### src/rtl/ieee80211_tx_sequencer.sv
// 802.11a transmit frame sequencer: emits one SIGNAL beat and the DATA field as 24-bit beats.
// Optional build macro TX_SEQ_IFS_EN inserts an IFS_CYCLES idle gap after every frame.
`timescale 1ns/1ps
module ieee80211_tx_sequencer #(
  parameter int WIDTH = 24
`ifdef TX_SEQ_IFS_EN
  , parameter int IFS_CYCLES = 16
`endif
) (
  input  logic             aclk,
  input  logic             aresetn,
  input  logic             req_valid,
  output logic             req_ready,
  input  logic [3:0]       req_rate,
  input  logic [11:0]      req_length,
  input  logic [7:0]       s_axis_tdata,
  input  logic             s_axis_tvalid,
  output logic             s_axis_tready,
  input  logic             s_axis_tlast,
  output logic [WIDTH-1:0] m_axis_tdata,
  output logic             m_axis_tvalid,
  input  logic             m_axis_tready,
  output logic             m_axis_tlast,
  output logic [3:0]       m_axis_tuser,
  output logic             busy,
  output logic             err
);

  localparam logic [3:0] RATE_6M  = 4'b1101;
  localparam logic [3:0] RATE_9M  = 4'b1111;
  localparam logic [3:0] RATE_12M = 4'b0101;
  localparam logic [3:0] RATE_18M = 4'b0111;
  localparam logic [3:0] RATE_24M = 4'b1001;
  localparam logic [3:0] RATE_36M = 4'b1011;
  localparam logic [3:0] RATE_48M = 4'b0001;
  localparam logic [3:0] RATE_54M = 4'b0011;

  typedef enum logic [2:0] {
    ST_IDLE,
    ST_SIGNAL,
    ST_DATA,
    ST_PAD
`ifdef TX_SEQ_IFS_EN
    , ST_GAP
`endif
  } state_t;

`ifdef TX_SEQ_IFS_EN
  localparam state_t ST_END = ST_GAP;
`else
  localparam state_t ST_END = ST_IDLE;
`endif

  function automatic logic f_rate_ok(input logic [3:0] rate);
    case (rate)
      RATE_6M, RATE_9M, RATE_12M, RATE_18M,
      RATE_24M, RATE_36M, RATE_48M, RATE_54M: f_rate_ok = 1'b1;
      default:                                f_rate_ok = 1'b0;
    endcase
  endfunction

  function automatic logic [7:0] f_ndbps(input logic [3:0] rate);
    case (rate)
      RATE_9M:  f_ndbps = 8'd36;
      RATE_12M: f_ndbps = 8'd48;
      RATE_18M: f_ndbps = 8'd72;
      RATE_24M: f_ndbps = 8'd96;
      RATE_36M: f_ndbps = 8'd144;
      RATE_48M: f_ndbps = 8'd192;
      RATE_54M: f_ndbps = 8'd216;
      default:  f_ndbps = 8'd24;
    endcase
  endfunction

  function automatic logic [23:0] f_signal(input logic [3:0] rate, input logic [11:0] len);
    logic [16:0] f;
    f = {len, 1'b0, rate};
    return {6'd0, ^f, f};
  endfunction

  state_t           r_state;
  state_t           w_next;
  logic             r_live;
  logic [3:0]       r_rate;
  logic [11:0]      r_len;
  logic [11:0]      r_cnt;
  logic [WIDTH-1:0] r_pack;
  logic [1:0]       r_pos;
  logic             r_zfill;
  logic [15:0]      r_bits;
  logic [7:0]       r_sym;
  logic [7:0]       r_ndbps;
  logic [WIDTH-1:0] r_tdata;
  logic             r_tvalid;
  logic             r_tlast;
  logic [3:0]       r_tuser;
  logic             r_err;
`ifdef TX_SEQ_IFS_EN
  logic [15:0]      r_gap;
`endif

  logic             w_req_hs;
  logic             w_req_ok;
  logic             w_mhs;
  logic             w_room;
  logic             w_take;
  logic             w_consume;
  logic [7:0]       w_byte;
  logic [11:0]      w_cnt_nx;
  logic             w_last_byte;
  logic [WIDTH-1:0] w_beat;
  logic             w_data_emit;
  logic             w_pad_emit;
  logic             w_emit;
  logic [7:0]       w_sum;
  logic [7:0]       w_sym_nx;
  logic [15:0]      w_bits_nx;
  logic [15:0]      w_need;
  logic             w_done;
  logic             w_final_hs;

  assign w_req_hs    = req_valid && req_ready;
  assign w_req_ok    = f_rate_ok(req_rate) && (req_length != 12'd0);
  assign w_mhs       = r_tvalid && m_axis_tready;
  assign w_room      = (r_state == ST_DATA) && !r_tvalid && (r_cnt != r_len);
  // After an early tlast the missing bytes are synthesized as zeros, one per cycle.
  assign w_take      = w_room && (r_zfill || s_axis_tvalid);
  assign w_consume   = w_room && !r_zfill && s_axis_tvalid;
  assign w_byte      = r_zfill ? 8'h00 : s_axis_tdata;
  assign w_cnt_nx    = r_cnt + 12'd1;
  assign w_last_byte = (w_cnt_nx == r_len);
  assign w_data_emit = w_take && ((r_pos == 2'd2) || w_last_byte);
  assign w_pad_emit  = (r_state == ST_PAD) && (!r_tvalid || (w_mhs && !r_tlast));
  assign w_emit      = w_data_emit || w_pad_emit;
  assign w_final_hs  = w_mhs && r_tlast && ((r_state == ST_DATA) || (r_state == ST_PAD));

  always_comb begin
    w_beat = r_pack;
    case (r_pos)
      2'd0:    w_beat[7:0]   = w_byte;
      2'd1:    w_beat[15:8]  = w_byte;
      default: w_beat[23:16] = w_byte;
    endcase
  end

  // Symbol phase wraps by a single subtraction: r_sym < N_DBPS and N_DBPS >= 24.
  assign w_sum     = r_sym + 8'd24;
  assign w_sym_nx  = (w_sum >= r_ndbps) ? (w_sum - r_ndbps) : w_sum;
  assign w_bits_nx = r_bits + 16'd24;
  assign w_need    = {1'b0, r_len, 3'b000} + 16'd22;
  assign w_done    = (w_bits_nx >= w_need) && (w_sym_nx == 8'd0);

  always_ff @(posedge aclk or negedge aresetn) begin
    if (!aresetn) r_state <= ST_IDLE;
    else          r_state <= w_next;
  end

  always_comb begin
    w_next = r_state;
    case (r_state)
      ST_IDLE:   if (w_req_hs && w_req_ok) w_next = ST_SIGNAL;
      ST_SIGNAL: if (w_mhs) w_next = ST_DATA;
      ST_DATA:   if (w_final_hs) w_next = ST_END;
                 else if (w_mhs && (r_cnt == r_len)) w_next = ST_PAD;
      ST_PAD:    if (w_final_hs) w_next = ST_END;
`ifdef TX_SEQ_IFS_EN
      ST_GAP:    if (r_gap == 16'd0) w_next = ST_IDLE;
`endif
      default:   w_next = ST_IDLE;
    endcase
  end

  always_comb begin
    req_ready     = r_live && (r_state == ST_IDLE);
    s_axis_tready = w_room && !r_zfill;
    busy          = (r_state != ST_IDLE);
  end

  always_ff @(posedge aclk or negedge aresetn) begin
    if (!aresetn) begin
      r_live   <= 1'b0;
      r_rate   <= 4'd0;
      r_len    <= 12'd0;
      r_cnt    <= 12'd0;
      r_pack   <= '0;
      r_pos    <= 2'd0;
      r_zfill  <= 1'b0;
      r_bits   <= 16'd0;
      r_sym    <= 8'd0;
      r_ndbps  <= 8'd24;
      r_tdata  <= '0;
      r_tvalid <= 1'b0;
      r_tlast  <= 1'b0;
      r_tuser  <= 4'd0;
      r_err    <= 1'b0;
`ifdef TX_SEQ_IFS_EN
      r_gap    <= 16'd0;
`endif
    end else begin
      r_live <= 1'b1;
      r_err  <= 1'b0;
      if (w_mhs) r_tvalid <= 1'b0;

      if (w_req_hs) begin
        if (w_req_ok) begin
          r_rate   <= req_rate;
          r_len    <= req_length;
          r_ndbps  <= f_ndbps(req_rate);
          r_cnt    <= 12'd0;
          r_pack   <= '0;
          r_pos    <= 2'd2;
          r_zfill  <= 1'b0;
          r_bits   <= 16'd0;
          r_sym    <= 8'd0;
          r_tdata  <= f_signal(req_rate, req_length);
          r_tvalid <= 1'b1;
          r_tlast  <= 1'b1;
          r_tuser  <= RATE_6M;
        end else begin
          r_err <= 1'b1;
        end
      end

      if (w_take) begin
        r_cnt <= w_cnt_nx;
        if (w_data_emit) begin
          r_pack <= '0;
          r_pos  <= 2'd0;
        end else begin
          r_pack <= w_beat;
          r_pos  <= r_pos + 2'd1;
        end
      end

      if (w_consume) begin
        if (s_axis_tlast && !w_last_byte) begin
          r_err   <= 1'b1;
          r_zfill <= 1'b1;
        end else if (!s_axis_tlast && w_last_byte) begin
          r_err <= 1'b1;
        end
      end

      if (w_emit) begin
        r_tdata  <= w_data_emit ? w_beat : '0;
        r_tvalid <= 1'b1;
        r_tlast  <= w_done;
        r_tuser  <= r_rate;
        r_bits   <= w_bits_nx;
        r_sym    <= w_sym_nx;
      end

`ifdef TX_SEQ_IFS_EN
      if (w_final_hs)                r_gap <= 16'(IFS_CYCLES - 1);
      else if (r_state == ST_GAP)    r_gap <= r_gap - 16'd1;
`endif
    end
  end

  assign m_axis_tdata  = r_tdata;
  assign m_axis_tvalid = r_tvalid;
  assign m_axis_tlast  = r_tlast;
  assign m_axis_tuser  = r_tuser;
  assign err           = r_err;

endmodule

### config.mk
export PLATFORM = sky130hd
export DESIGN_NAME = ieee80211_tx_sequencer
export DESIGN_NICKNAME = d
export VERILOG_FILES = /design/src/rtl/ieee80211_tx_sequencer.sv
export SDC_FILE = /design/constraint.sdc
export NUM_CORES = 1
export LEC_CHECK = 0
export ABC_AREA = 1
export ABC_CLOCK_PERIOD_IN_PS = 3000
export BUFFER_PORTS_ARGS = -buffer_cell sky130_fd_sc_hd__buf_4
export CORE_AREA = 3 3 122 148
export CTS_CLUSTER_DIAMETER = 200
export DETAILED_ROUTE_END_ITERATION = 16
export DIE_AREA = 0 0 125 151
export PLACE_DENSITY = 0.6
export SYNTH_ARGS = -nofsm -noshare
export SYNTH_HDL_FRONTEND = slang
export SYNTH_SLANG_ARGS = --single-unit
export TNS_END_PERCENT = 20
### constraint.sdc
create_clock -name aclk -period 3 [get_ports aclk]
set_clock_uncertainty 0.15 [all_clocks]
set_input_delay 0.6 -clock aclk [delete_from_list [all_inputs] [get_ports aclk]]
set_output_delay 0.6 -clock aclk [all_outputs]
set_load 0.03 [all_outputs]
==> flow_results.org <==
** Status
- Status :: finished clean

** Pwr
- Sw Share :: 45.97%
- Standby leakage power :: 4.553 nW
- Of the total power, registers draw 27.0%.
- Power spread over the standard cell area amounts to 1112 nW/um2.
- The clock network burns 20.0% of the power.
- Design internal power :: 5.250 mW
- Overall Power :: 9.716 mW
- Net switching power of the design :: 4.466 mW
- Worst VDD drop :: 506.2 uV
- Comb pwr share :: 53.0%

** Layout
- In the layout the commonest cells are 327 x sky130_fd_sc_hd__nand2_1, 156 x sky130_fd_sc_hd__inv_1, 111 x sky130_fd_sc_hd__dfrtp_1, 85 x sky130_fd_sc_hd__buf_4, 78 x sky130_fd_sc_hd__o21ai_0.
- At the end of the flow the core is filled with cells to 52.05%.
- Cell area after layout :: 8737 um2
- For this run, the post-layout net count is 1150.
- Fraction of final layout cells with drive strength greater than 1 :: 14.82%
- For this run, the number of standard cells in the final layout without fillers is 1316.
- The library cell used most frequently in the layout, excluding fill and tap cells, is sky130_fd_sc_hd__nand2_1.
- 0 antenna diodes ended up in the layout.
- Layout overhead on the synthesized area :: 19.39%

** Worst setup path
- The signal on the critical path passes through inv_1 -> nand2_1 -> nand2_1 -> nand3_1 -> nor3_1 -> nand3_1 -> nand2_1 -> nor2_1 -> buf_4.
- Worst EP arrival :: 2120 ps
- Slowest stage cell on the critical path :: sky130_fd_sc_hd__dfrtp_1
- By instance count, the cell type seen most on the critical path is sky130_fd_sc_hd__nand2_1.
- Category of the critical setup timing path :: reg2out
- Crit start category :: flop
- The worst setup path is captured at an output port.
- Along the worst path, the maximum fanout reaches 6.
- Together, buffers and inverters on the worst path number 2.
- Data required time of the worst path :: 2250 ps
- Critical path's largest stage delay :: 450 ps
- Source of the critical timing path :: r_cnt[3]
- CP top delay family :: simple AND/OR/NAND/NOR gates
- The worst register-to-register path begins at r_sym[3].

** Clocking
- The H-tree was split into 4 levels.
- Clock-pin slew on the worst setup and hold paths :: 60 ps
- Clock network latency to the later pin of the worst-skew pair :: 420 ps
- Clock tree synthesis selected as its root buffer the cell sky130_fd_sc_hd__clkbuf_16.
- Buffers inserted during clock tree synthesis total 17.
- For this design, the sink count on the clock tree is 114.
- TritonCTS built the clock tree.
- The longest clock path from root to sink contains 2 buffers.

** Place
- The congestion estimate from routability-driven global placement came to 0.8676.
- Port-buffer cells :: 63
- Cell area after placement :: 8112 um2
- In this run, placement finished with an instance count of 1282.
- Post-Place Setup Slack :: 47.50 ps
- Detailed placement finished with a half-perimeter wire length of 14730 um.

** Yosys
- Share of synthesized flip-flops with an asynchronous set or reset :: 100.0%
- Syn Std Cell Area :: 7318 um2
- The synthesized design contains 114 register bits.
- Count of flip-flops with a built-in enable after synthesis :: 0
- Warnings, synthesis :: 0
- Sequential share of the synthesized area :: 39.02%
- The number of nets in the synthesized netlist is 1071.
- Post-synthesis cell count :: 1008
- Synthesis instantiated 44 different standard cells from the library.
- Among all flip-flop cells after synthesis, the most frequent one is sky130_fd_sc_hd__dfrtp_1.
- Mean cell area of the mapped netlist :: 7.260 um2

** Floorplan
- The total area inside the core boundary comes to 16790 um2.
- The die is 125 um wide.
- Standard-cell row count :: 52
- In this run the vertical extent of the chip is 151 um.
- Number of ports placed on the die boundary :: 64
- Die Outline Area :: 18880 um2
- Starting density of the core :: 43.60%

** Global routing
- First-pass GRT wire length :: 31490 um
- After global routing the overflow that remains totals 0.
- Total GRT Usage :: 21.02%
- Number of antenna violations at the first check in global routing :: 0
- Largest net degree at the start of global routing :: 47
- Vias in the first global route :: 6266

** Routing
- Antenna-violating nets left :: 0
- DRC violations left :: 0
- Wirelength, routed :: 19180 um
- Detailed routing inserted a total of 6501 vias.
- After detailed routing, the average wire length per cell comes to 14.57 um.
- Pre-antenna DRT Iters :: 7
- Via count normalized by instance count :: 4.940
- The detailed router finished its first iteration with 343 violations.

** Timing
- Final Slew Violations :: 0
- Maximum clock rate :: 349.0 MHz
- Hold Fails Final Rpt :: 0
- Final period util :: 95.51%
- Crit path time final :: 2865 ps
- Setup violations remaining at the end of the flow were counted as 0.
- Least setup slack across all paths after layout :: 134.6 ps
- At the pin with the least slew margin, the transition time is 1002 ps.
- Measured against its own limit, the worst slew margin works out to 32.96%.

** Run
- Max capacitance violation total :: 0

** Hold path
- Min-Delay Startpoint :: req_rate[1]
- Worst hold path type :: in2reg
==> logic make-up after synthesis <==
family          count (synthesis)  synth area share (%)
compound gates                133                 10.16
other cells                     1               0.05124
flops                         114                 39.02
fa+ha+maj                      33                 5.745
xor+xnor                       42                 5.026
buf+inv                       188                 10.45
simple gates                  497                 29.56
==> what timing repair did <==
action | in CTS | in global routing
setup buffers | 0 | 1
endpoints found under the hold margin | 26 | 0
setup endpoints to repair | 0 | 4
hold buffers | 1 | 0
gates resized for setup | 0 | 10
==> final timing paths <==
check | cells after the start | end | slack, ps
max | 9 | s_axis_tready | 130
min | 3 | r_rate[1] | 270
max reg2reg | 17 | m_axis_tlast | 220
min reg2reg | 2 | m_axis_tdata[12] | 320
max in group asynchronous | 3 | r_cnt[0] | 1590
min in group asynchronous | 2 | r_len[10] | 530
==> layout make-up <==
class                   instances  area, um2
clock buffers                  23      488.0
flip-flops and latches        114       2856
multi-input cells             706       3737
inverters                     159      596.8
well taps                     216      270.3
fillers                      1703       8049
repair buffers                 89      708.2
clock inverters                 9      80.08
==> layer usage <==
metal | GRT usage (%) | vias to the layer above | wire (um)
met5 | 0 | - | 0
met4 | 8.134 | 0 | 509
met3 | 4.268 | 35 | 775
met2 | 36.30 | 125 | 9451
met1 | 26.04 | 2994 | 8442
li1 | - | 3347 | -
==> stage by stage <==
stage | hold slack (ps) | TNS [ps]
2_1_floorplan | 154.4 | 0
3_3_place_gp | 305.7 | 0
5_1_grt | 276.5 | -11.72
3_5_place_dp | 307.6 | 0
4_1_cts | 269.3 | 0
6_report | 274.1 | 0
==> synthesized netlist by cell type, drive strengths merged (6+ instances only) <==
library cell / count / share of area [%]
o21a: 10 / 1.0
nor2: 65 / 3.9
xnor2: 16 / 1.9
nand4: 25 / 2.1
nand2: 334 / 18
o22ai: 6 / 0.51
a21oi: 17 / 1.3
dfrtp: 112 / 38
o21ai: 88 / 6.0
or2: 8 / 0.68
clkbuf: 12 / 0.62
buf: 17 / 1.7
xor2: 26 / 3.1
nand3: 51 / 4.0
inv: 157 / 8.1
nor3: 9 / 0.62
ha: 32 / 5.5
==> worst reg2reg max path: stages, from the launching register on <==
cell	delay (ps)
sky130_fd_sc_hd__dfrtp_1	390
sky130_fd_sc_hd__inv_1	90
sky130_fd_sc_hd__ha_1	220
sky130_fd_sc_hd__nor2_1	120
sky130_fd_sc_hd__nand2_1	70
sky130_fd_sc_hd__xor2_1	130
sky130_fd_sc_hd__inv_1	70
sky130_fd_sc_hd__ha_1	320
sky130_fd_sc_hd__a21o_1	200
sky130_fd_sc_hd__nor2_2	220
sky130_fd_sc_hd__nand4_1	200
sky130_fd_sc_hd__nand2_1	120
sky130_fd_sc_hd__nand3_1	70
sky130_fd_sc_hd__nor2_1	100
sky130_fd_sc_hd__nand3_1	70
sky130_fd_sc_hd__nand2_1	70
sky130_fd_sc_hd__inv_1	50
sky130_fd_sc_hd__nor2_2	90
==> power groups by stage <==
stage	logic (mW)	clock network (mW)	registers, mW
3_3_place_gp	5.02	0	2.64
5_1_grt	5.82	2.06	2.70
6_report	5.15	1.95	2.63
4_1_cts	5.07	1.99	2.63
2_1_floorplan	3.38	0	2.85
3_5_place_dp	5.04	0	2.65
==> state kept, by name, summed over array words and instances (netlist names), 4 cells and up <==
signal	count
m_axis_tdata	24
m_axis_tuser	4
r_bits	13
r_cnt	12
r_len	12
r_ndbps	6
r_pack	24
r_rate	4
r_sym	6
(Power assumes the default switching activity.)
